<file path="config.mk">
export PLATFORM = sky130hd
export DESIGN_NAME = read_lcd
export DESIGN_NICKNAME = d
export VERILOG_FILES = /design/src/rtl/lcd_pkg.sv /design/src/rtl/lcd_phase_timer.sv /design/src/rtl/read_lcd.sv
export SDC_FILE = /design/constraint.sdc
export NUM_CORES = 1
export LEC_CHECK = 0
export ABC_CLOCK_PERIOD_IN_PS = 5000
export CAP_MARGIN = 40
export CORE_MARGIN = 2
export CORE_UTILIZATION = 44
export DETAILED_ROUTE_END_ITERATION = 7
export GPL_ROUTABILITY_DRIVEN = 0
export GPL_TIMING_DRIVEN = 0
export HOLD_SLACK_MARGIN = 0.02
export PLACE_DENSITY_LB_ADDON = 0.25
export REMOVE_ABC_BUFFERS = 1
export SLEW_MARGIN = 20
export SYNTH_ARGS = -nofsm -noshare
export SYNTH_HDL_FRONTEND = slang
export SYNTH_SLANG_ARGS = --single-unit
</file>
<file path="constraint.sdc">
create_clock -name clk -period 5 [get_ports clk]
set_input_delay 1 -clock clk [delete_from_list [all_inputs] [get_ports clk]]
set_output_delay 1 -clock clk [all_outputs]
set_load 0.005 [all_outputs]
</file>
<file path="src/rtl/lcd_pkg.sv">
// -----------------------------------------------------------------------------
// lcd_pkg
// Shared definitions for the HD44780 character-LCD custom instructions
// (reader and writer): controller state encoding, default bus timing at a
// 50 MHz system clock, register-select codes and the busy-flag bit position.
// -----------------------------------------------------------------------------
package lcd_pkg;

   typedef enum logic [2:0] {
      ST_IDLE    = 3'd0,
      ST_SETUP   = 3'd1,
      ST_EN_HIGH = 3'd2,
      ST_EN_LOW  = 3'd3,
      ST_DONE    = 3'd4
   } lcd_state_e;

   // Default bus timing in system clocks (50 MHz).
   localparam int LCD_SETUP_CYCLES   = 5;
   localparam int LCD_EN_HIGH_CYCLES = 25;
   localparam int LCD_EN_LOW_CYCLES  = 25;
   localparam int LCD_POLL_LIMIT     = 2000;

   // Register-select codes.
   localparam logic RS_INSTR = 1'b0;   // busy flag / address counter
   localparam logic RS_DATA  = 1'b1;   // display / CG RAM data

   // Busy flag position within the RS=0 status byte.
   localparam int BUSY_BIT = 7;

   function automatic int max3(input int a, input int b, input int c);
      int m;
      m = a;
      if (b > m) m = b;
      if (c > m) m = c;
      return m;
   endfunction

endpackage

</file>
<file path="src/rtl/lcd_phase_timer.sv">
// -----------------------------------------------------------------------------
// lcd_phase_timer
// Loadable down-counter used to time the phases of an LCD bus cycle.
// Loading value N makes the terminal-count flag appear N clocks later, so a
// phase of C clocks is produced by loading C-1 when the phase is entered.
// The counter stops at zero and freezes completely while clk_en is low.
//
// Ports
//   clk         in   system clock
//   reset       in   asynchronous active-low reset
//   clk_en      in   count/load enable; state holds while low
//   load        in   load load_value on the next enabled edge
//   load_value  in   WIDTH-bit reload value
//   tc          out  terminal count (counter == 0)
// -----------------------------------------------------------------------------
module lcd_phase_timer #(
   parameter int WIDTH = 6
) (
   input  logic             clk,
   input  logic             reset,
   input  logic             clk_en,
   input  logic             load,
   input  logic [WIDTH-1:0] load_value,
   output logic             tc
);

   logic [WIDTH-1:0] count_q;

   always_ff @(posedge clk or negedge reset) begin
      if (!reset) begin
         count_q <= '0;
      end else if (clk_en) begin
         if (load) begin
            count_q <= load_value;
         end else if (count_q != '0) begin
            count_q <= count_q - 1'b1;
         end
      end
   end

   assign tc = (count_q == '0);

endmodule

</file>
<file path="src/rtl/read_lcd.sv">
// -----------------------------------------------------------------------------
// read_lcd
// Multi-cycle Nios II custom instruction that performs one HD44780 read
// cycle (status or RAM data), optionally repeating the status read until the
// busy flag clears or a poll limit is reached.
//
// Ports
//   clk              in   system clock (50 MHz)
//   reset            in   asynchronous active-low reset
//   clk_en           in   custom-instruction clock enable; all state holds while low
//   start            in   custom-instruction start, accepted only in IDLE
//   dataA[0]         in   RS for the read (0 = busy/address, 1 = data RAM)
//   dataB[0]         in   busy-poll mode (forces RS = 0)
//   result           out  {timeout, 23'b0, read_byte}, held until the next completion
//   done             out  one-cycle completion pulse
//   read_write       out  LCD R/W (1 while a read cycle is in progress)
//   register_select  out  LCD RS
//   enable_op        out  LCD E
//   data_in          in   LCD D7..D0 from the pads
// -----------------------------------------------------------------------------
module read_lcd
   import lcd_pkg::*;
#(
   parameter int SETUP_CYCLES   = LCD_SETUP_CYCLES,
   parameter int EN_HIGH_CYCLES = LCD_EN_HIGH_CYCLES,
   parameter int EN_LOW_CYCLES  = LCD_EN_LOW_CYCLES,
   parameter int POLL_LIMIT     = LCD_POLL_LIMIT
) (
   input  logic        clk,
   input  logic        reset,
   input  logic        clk_en,
   input  logic        start,
   input  logic [31:0] dataA,
   input  logic [31:0] dataB,
   output logic [31:0] result,
   output logic        done,
   output logic        read_write,
   output logic        register_select,
   output logic        enable_op,
   input  logic [7:0]  data_in
);

   localparam int MAX_PHASE = max3(SETUP_CYCLES, EN_HIGH_CYCLES, EN_LOW_CYCLES);
   localparam int PW        = $clog2(MAX_PHASE) + 1;
   localparam int CW        = $clog2(POLL_LIMIT) + 1;

   // Timer reload values: a phase of C clocks is loaded with C-1.
   localparam logic [PW-1:0] SETUP_LD   = PW'(SETUP_CYCLES - 1);
   localparam logic [PW-1:0] EN_HIGH_LD = PW'(EN_HIGH_CYCLES - 1);
   localparam logic [PW-1:0] EN_LOW_LD  = PW'(EN_LOW_CYCLES - 1);
   // Poll count holds (reads completed - 1); this value marks the final read.
   localparam logic [CW-1:0] POLL_LAST  = CW'(POLL_LIMIT - 1);

   lcd_state_e      state_q,     state_d;
   logic            rs_q,        rs_d;
   logic            rw_q,        rw_d;
   logic            en_q,        en_d;
   logic            done_q,      done_d;
   logic            poll_q,      poll_d;
   logic            timeout_q,   timeout_d;
   logic [7:0]      read_byte_q, read_byte_d;
   logic [31:0]     result_q,    result_d;
   logic [CW-1:0]   poll_cnt_q,  poll_cnt_d;

   logic            timer_load;
   logic [PW-1:0]   timer_value;
   logic            timer_tc;

   // Only bit 0 of each operand carries information.
   logic unused_operand_bits;
   assign unused_operand_bits = ^{dataA[31:1], dataB[31:1]};

   lcd_phase_timer #(
      .WIDTH (PW)
   ) u_phase_timer (
      .clk        (clk),
      .reset      (reset),
      .clk_en     (clk_en),
      .load       (timer_load),
      .load_value (timer_value),
      .tc         (timer_tc)
   );

   always_ff @(posedge clk or negedge reset) begin
      if (!reset) begin
         state_q     <= ST_IDLE;
         rs_q        <= RS_INSTR;
         rw_q        <= 1'b0;
         en_q        <= 1'b0;
         done_q      <= 1'b0;
         poll_q      <= 1'b0;
         timeout_q   <= 1'b0;
         read_byte_q <= 8'h00;
         result_q    <= 32'h0;
         poll_cnt_q  <= '0;
      end else if (clk_en) begin
         state_q     <= state_d;
         rs_q        <= rs_d;
         rw_q        <= rw_d;
         en_q        <= en_d;
         done_q      <= done_d;
         poll_q      <= poll_d;
         timeout_q   <= timeout_d;
         read_byte_q <= read_byte_d;
         result_q    <= result_d;
         poll_cnt_q  <= poll_cnt_d;
      end
   end

   always_comb begin
      state_d     = state_q;
      rs_d        = rs_q;
      rw_d        = rw_q;
      en_d        = en_q;
      done_d      = done_q;
      poll_d      = poll_q;
      timeout_d   = timeout_q;
      read_byte_d = read_byte_q;
      result_d    = result_q;
      poll_cnt_d  = poll_cnt_q;
      timer_load  = 1'b0;
      timer_value = '0;

      case (state_q)
         ST_IDLE: begin
            done_d = 1'b0;
            en_d   = 1'b0;
            rw_d   = 1'b0;
            if (start) begin
               // Busy polling only makes sense against the status register.
               rs_d        = dataB[0] ? RS_INSTR : (dataA[0] ? RS_DATA : RS_INSTR);
               poll_d      = dataB[0];
               poll_cnt_d  = '0;
               rw_d        = 1'b1;
               timer_load  = 1'b1;
               timer_value = SETUP_LD;
               state_d     = ST_SETUP;
            end
         end

         ST_SETUP: begin
            if (timer_tc) begin
               en_d        = 1'b1;
               timer_load  = 1'b1;
               timer_value = EN_HIGH_LD;
               state_d     = ST_EN_HIGH;
            end
         end

         ST_EN_HIGH: begin
            // Capture the bus on the same edge that drops E.
            if (timer_tc) begin
               en_d        = 1'b0;
               read_byte_d = data_in;
               timer_load  = 1'b1;
               timer_value = EN_LOW_LD;
               state_d     = ST_EN_LOW;
            end
         end

         ST_EN_LOW: begin
            if (timer_tc) begin
               if (poll_q && read_byte_q[BUSY_BIT]) begin
                  if (poll_cnt_q == POLL_LAST) begin
                     timeout_d = 1'b1;
                     rw_d      = 1'b0;
                     state_d   = ST_DONE;
                  end else begin
                     poll_cnt_d  = poll_cnt_q + 1'b1;
                     timer_load  = 1'b1;
                     timer_value = SETUP_LD;
                     state_d     = ST_SETUP;
                  end
               end else begin
                  timeout_d = 1'b0;
                  rw_d      = 1'b0;
                  state_d   = ST_DONE;
               end
            end
         end

         ST_DONE: begin
            done_d   = 1'b1;
            rw_d     = 1'b0;
            result_d = {timeout_q, 23'b0, read_byte_q};
            state_d  = ST_IDLE;
         end

         default: begin
            state_d = ST_IDLE;
         end
      endcase
   end

   assign result          = result_q;
   assign done            = done_q;
   assign read_write      = rw_q;
   assign register_select = rs_q;
   assign enable_op       = en_q;

endmodule
</file>
==> flow_metrics.py <==
metrics = {
    "yosys": {
        "postSynth.asyncResetShare": 1.000,
        "synth-adder-area-share": 0.01586,
        "synth-edff-count": 0,
        "synth_top_area_frac": 0.4654,
        "synth_area_leaders": "dfrtp_1 47%, mux2_2 8.6%, buf_4 7.3%",
        "yosysSeqAreaShare": 0.4654,
        "synth_top_family_by_area": "simple AND/OR/NAND/NOR gates",
        "avgSynthCellArea_um2": 9.983,
        "synth_warnings": 0,
        "synthesis.area_um2": 2366,
        "synthXorXnorAreaFrac": 0.007403,
        "synth_cells": 237,
        "yosys.area_share.simple": 0.1782,
        "synth_flop_cell": "dfrtp_1",
        "ys_ff_latch": 44,
        "synth-compound-area-share": 0.1454,
        "synth_top_area_cell": "dfrtp_1",
        "synth.distinct_cells": 48,
        "synthMuxAreaShare": 0.08567,
    },
    "pwr": {
        "seq_power_share": 0.493,
        "clkPwrFrac": 0.279,
        "pwr-share-comb": 0.228,
        "powerDensity_nw_per_um2": 360.3,
        "sw_frac_of_total": 0.2982,
        "power_leakage_nw": 1.199,
        "internal_power_mw": 0.6876,
        "max-vdd-ir-drop_v": 0.0002378,
        "p_switching_mw": 0.2921,
    },
    "routing": {
        "first_pass_iters": 4,
        "wl_um": 4686,
        "postRouteAntennaNets": 0,
        "num_vias": 1782,
        "drtIter0Drc": 65,
        "detail_route.wl_per_cell_um": 13.99,
        "via_per_inst": 5.319,
        "drc": 0,
    },
    "floorplan": {
        "die_y_um": 77.33,
        "die-area_um2": 5980,
        "rows": 26,
        "ioPinCount": 112,
        "fp.dieW_um": 77.33,
        "core_um2": 5140,
        "initial_core_util": 0.4603,
    },
    "sta": {
        "tns_ns": 0,
        "rsz0062_at_grt": "no",
        "hold_viol": 0,
        "fin_crit_sh": 0.6168,
        "fin_worst_skew_ns": 0.007099,
        "layout_setup_ws_ns": 1.916,
        "final.min_clock_period_ns": 3.084,
        "slew_headroom": 0.4341,
        "worstMarginPinSlew_ns": 0.8457,
        "fmax_mhz": 324.3,
        "holdWs_ns": 0.4800,
        "maxSlewViolCount": 0,
        "setup_viol": 0,
    },
    "setup_path": {
        "crit_start": "start",
        "critical_path_class": "in -> reg",
        "reg2regPathDepth": 5,
        "cp_max_fo": 20,
        "endpoint_kind": "flip-flop",
        "r2r_slack_ns": 2.53,
        "r2r_end": "poll_cnt_q[10]$_DFFE_PN0P_",
        "start_kind": "input port",
        "cp.required_ns": 5.23,
        "cp_data_arrival_time_ns": 3.31,
        "r2r_start": "state_q[1]$_DFFE_PN0P_",
    },
    "clock_network": {
        "cts_setup_buffers": 0,
        "htree_levels": 2,
        "clk_pin_slew_ns": 0.08,
        "cts_resized": 0,
        "cts_max_path_buffers": 2,
        "cts_inserted_buffers": 5,
        "cts_hold_buffers": 0,
        "cts.sinks": 44,
        "cts-root-buf": "clkbuf_8",
        "cts_tree": "built",
        "clock_latency_ns": 0.30,
    },
    "run_status": {
        "status": "finished clean",
    },
    "cells_and_area": {
        "nNetsFinal": 343,
        "drive_gt1_frac": 0.1170,
        "final_cells": 335,
        "syn2layout_area_growth_pct": 14.91,
        "fin_area_um2": 2719,
        "antenna_cells": 0,
    },
    "min_path": {
        "worst_hold_path.endpoint": "done$_DFFE_PN0P_",
        "min_path_type": "reg -> reg",
        "worstHoldPathCells": 1,
        "hp-start": "done$_DFFE_PN0P_",
    },
    "placed_design": {
        "port_buffers": 26,
        "place_hpwl_um": 3374,
        "postPlaceCellArea_um2": 2611,
        "dpl.cell_count": 327,
        "place_ws_ns": 1.649,
    },
    "flow_run": {
        "drv_cap": 0,
    },
    "grt": {
        "grt_usage": 0.1672,
        "overflow": 0,
        "grt_start_max_net_pins": 33,
        "antenna_found_initial": 0,
        "grt_pass1_wl_um": 8100,
        "grt_pass1_vias": 1709,
    },
}
==> cells by family (layout without fill, tap and decap cells) <==
kind of cell | after synthesis | after routing
flip-flops | 44 | 44
adder cells (fa/ha/maj) | 3 | 3
buffers and inverters | 38 | 44
AND/OR/NAND/NOR | 77 | 77
XOR/XNOR | 2 | 2
AO/OA/AOI/OAI | 54 | 54
multiplexers | 18 | 18
other | 1 | 23
==> final cells by class <==
| cell class | instances | area, µm² |
|---|---|---|
| Fill cell | 483 | 2421 |
| Multi-Input combinational cell | 177 | 1110 |
| Sequential cell | 44 | 1101 |
| Timing Repair Buffer | 28 | 282.8 |
| Tap cell | 70 | 87.58 |
| Clock buffer | 6 | 72.57 |
| Clock inverter | 2 | 35.03 |
| Inverter | 8 | 30.03 |
==> how the worst max path moves through the flow <==
| stage | cells after the start | to | slack, ns |
|---|---|---|---|
| final | 6 | poll_cnt_q[10]$_DFFE_PN0P_ | 1.92 |
| after global routing | 6 | poll_cnt_q[5]$_DFFE_PN0P_ | 1.79 |
| after CTS | 6 | poll_cnt_q[10]$_DFFE_PN0P_ | 1.95 |
| after detailed placement | 6 | poll_cnt_q[5]$_DFFE_PN0P_ | 1.65 |
| after global placement | 6 | poll_cnt_q[5]$_DFFE_PN0P_ | 1.65 |
| after floorplan | 5 | poll_cnt_q[10]$_DFFE_PN0P_ | 2.31 |
==> cell usage in the layout (no fill, tap or decap), types with 2 or more instances in the layout <==
cell type | synthesis | layout
a211oi_1 | 3 | 3
a21o_1 | 3 | 3
a21oi_1 | 9 | 9
a22o_1 | 2 | 2
a31oi_1 | 3 | 3
and2_1 | 2 | 2
and3_1 | 3 | 3
clkbuf_8 | 0 | 5
clkdlybuf4s50_1 | 0 | 25
conb_1 | 1 | 23
dfrtp_1 | 44 | 44
ha_1 | 3 | 3
inv_1 | 8 | 8
mux2_2 | 18 | 18
nand2_1 | 21 | 21
nand2b_1 | 3 | 3
nand3_1 | 6 | 6
nand3b_1 | 2 | 2
nand4_1 | 5 | 5
nor2_1 | 8 | 8
nor2b_1 | 2 | 2
nor3_1 | 3 | 3
nor4_1 | 4 | 4
o21ai_0 | 18 | 18
o22ai_1 | 2 | 2
o31ai_1 | 3 | 3
or3_1 | 9 | 9
or4_1 | 3 | 3
xnor2_1 | 2 | 2
==> synth_stat cells (4+ instances only) <==
library cell  count
buf_4            23
nand3_1           6
or3_1             9
a21oi_1           9
nor2_1            8
dfrtp_1          44
clkbuf_1          5
mux2_2           18
nor4_1            4
o21ai_0          18
nand4_1           5
inv_1             8
nand2_1          21
==> power by group through the flow <==
stage | registers (mW) | logic (mW) | clock network, mW
after detailed placement | 0.490 | 0.224 | 0
after floorplan | 0.475 | 0.152 | 0
after global placement | 0.486 | 0.217 | 0
after global routing | 0.493 | 0.250 | 0.292
after CTS | 0.483 | 0.226 | 0.280
final | 0.483 | 0.223 | 0.273
==> sequential cells by signal (all words and copies together) (netlist names) <==
name                   flops
done                       1
enable_op                  1
poll_cnt_q                12
poll_q                     1
read_byte_q                8
read_write                 1
register_select            1
result                     9
state_q                    3
timeout_q                  1
u_phase_timer.count_q      6
==> layer usage <==
layer | vias to the layer above | wire length [µm] | track usage
met2 | 37 | 2230 | 0.2722
li1 | 870 | - | -
met3 | 8 | 181 | 0.03605
met4 | 0 | 51 | 0.05179
met1 | 867 | 2221 | 0.2239
met5 | - | 0 | 0
==> metrics by stage <==
step	util	power, mW
floorplan	-	0.6269
global placement	0.5037	0.7032
detailed placement	0.5080	0.7137
CTS	0.5290	0.9893
global route	0.5290	1.035
finish	0.5290	0.9797
==> critical path, stage by stage <==
cell and delay [ns]:
clkdlybuf4s50_1 0.49, or3b_2 0.50, o21a_1 0.16, a211o_1 0.44, or4_1 0.57, a21oi_1 0.16
Note: power is estimated with default switching activity, not from simulation.
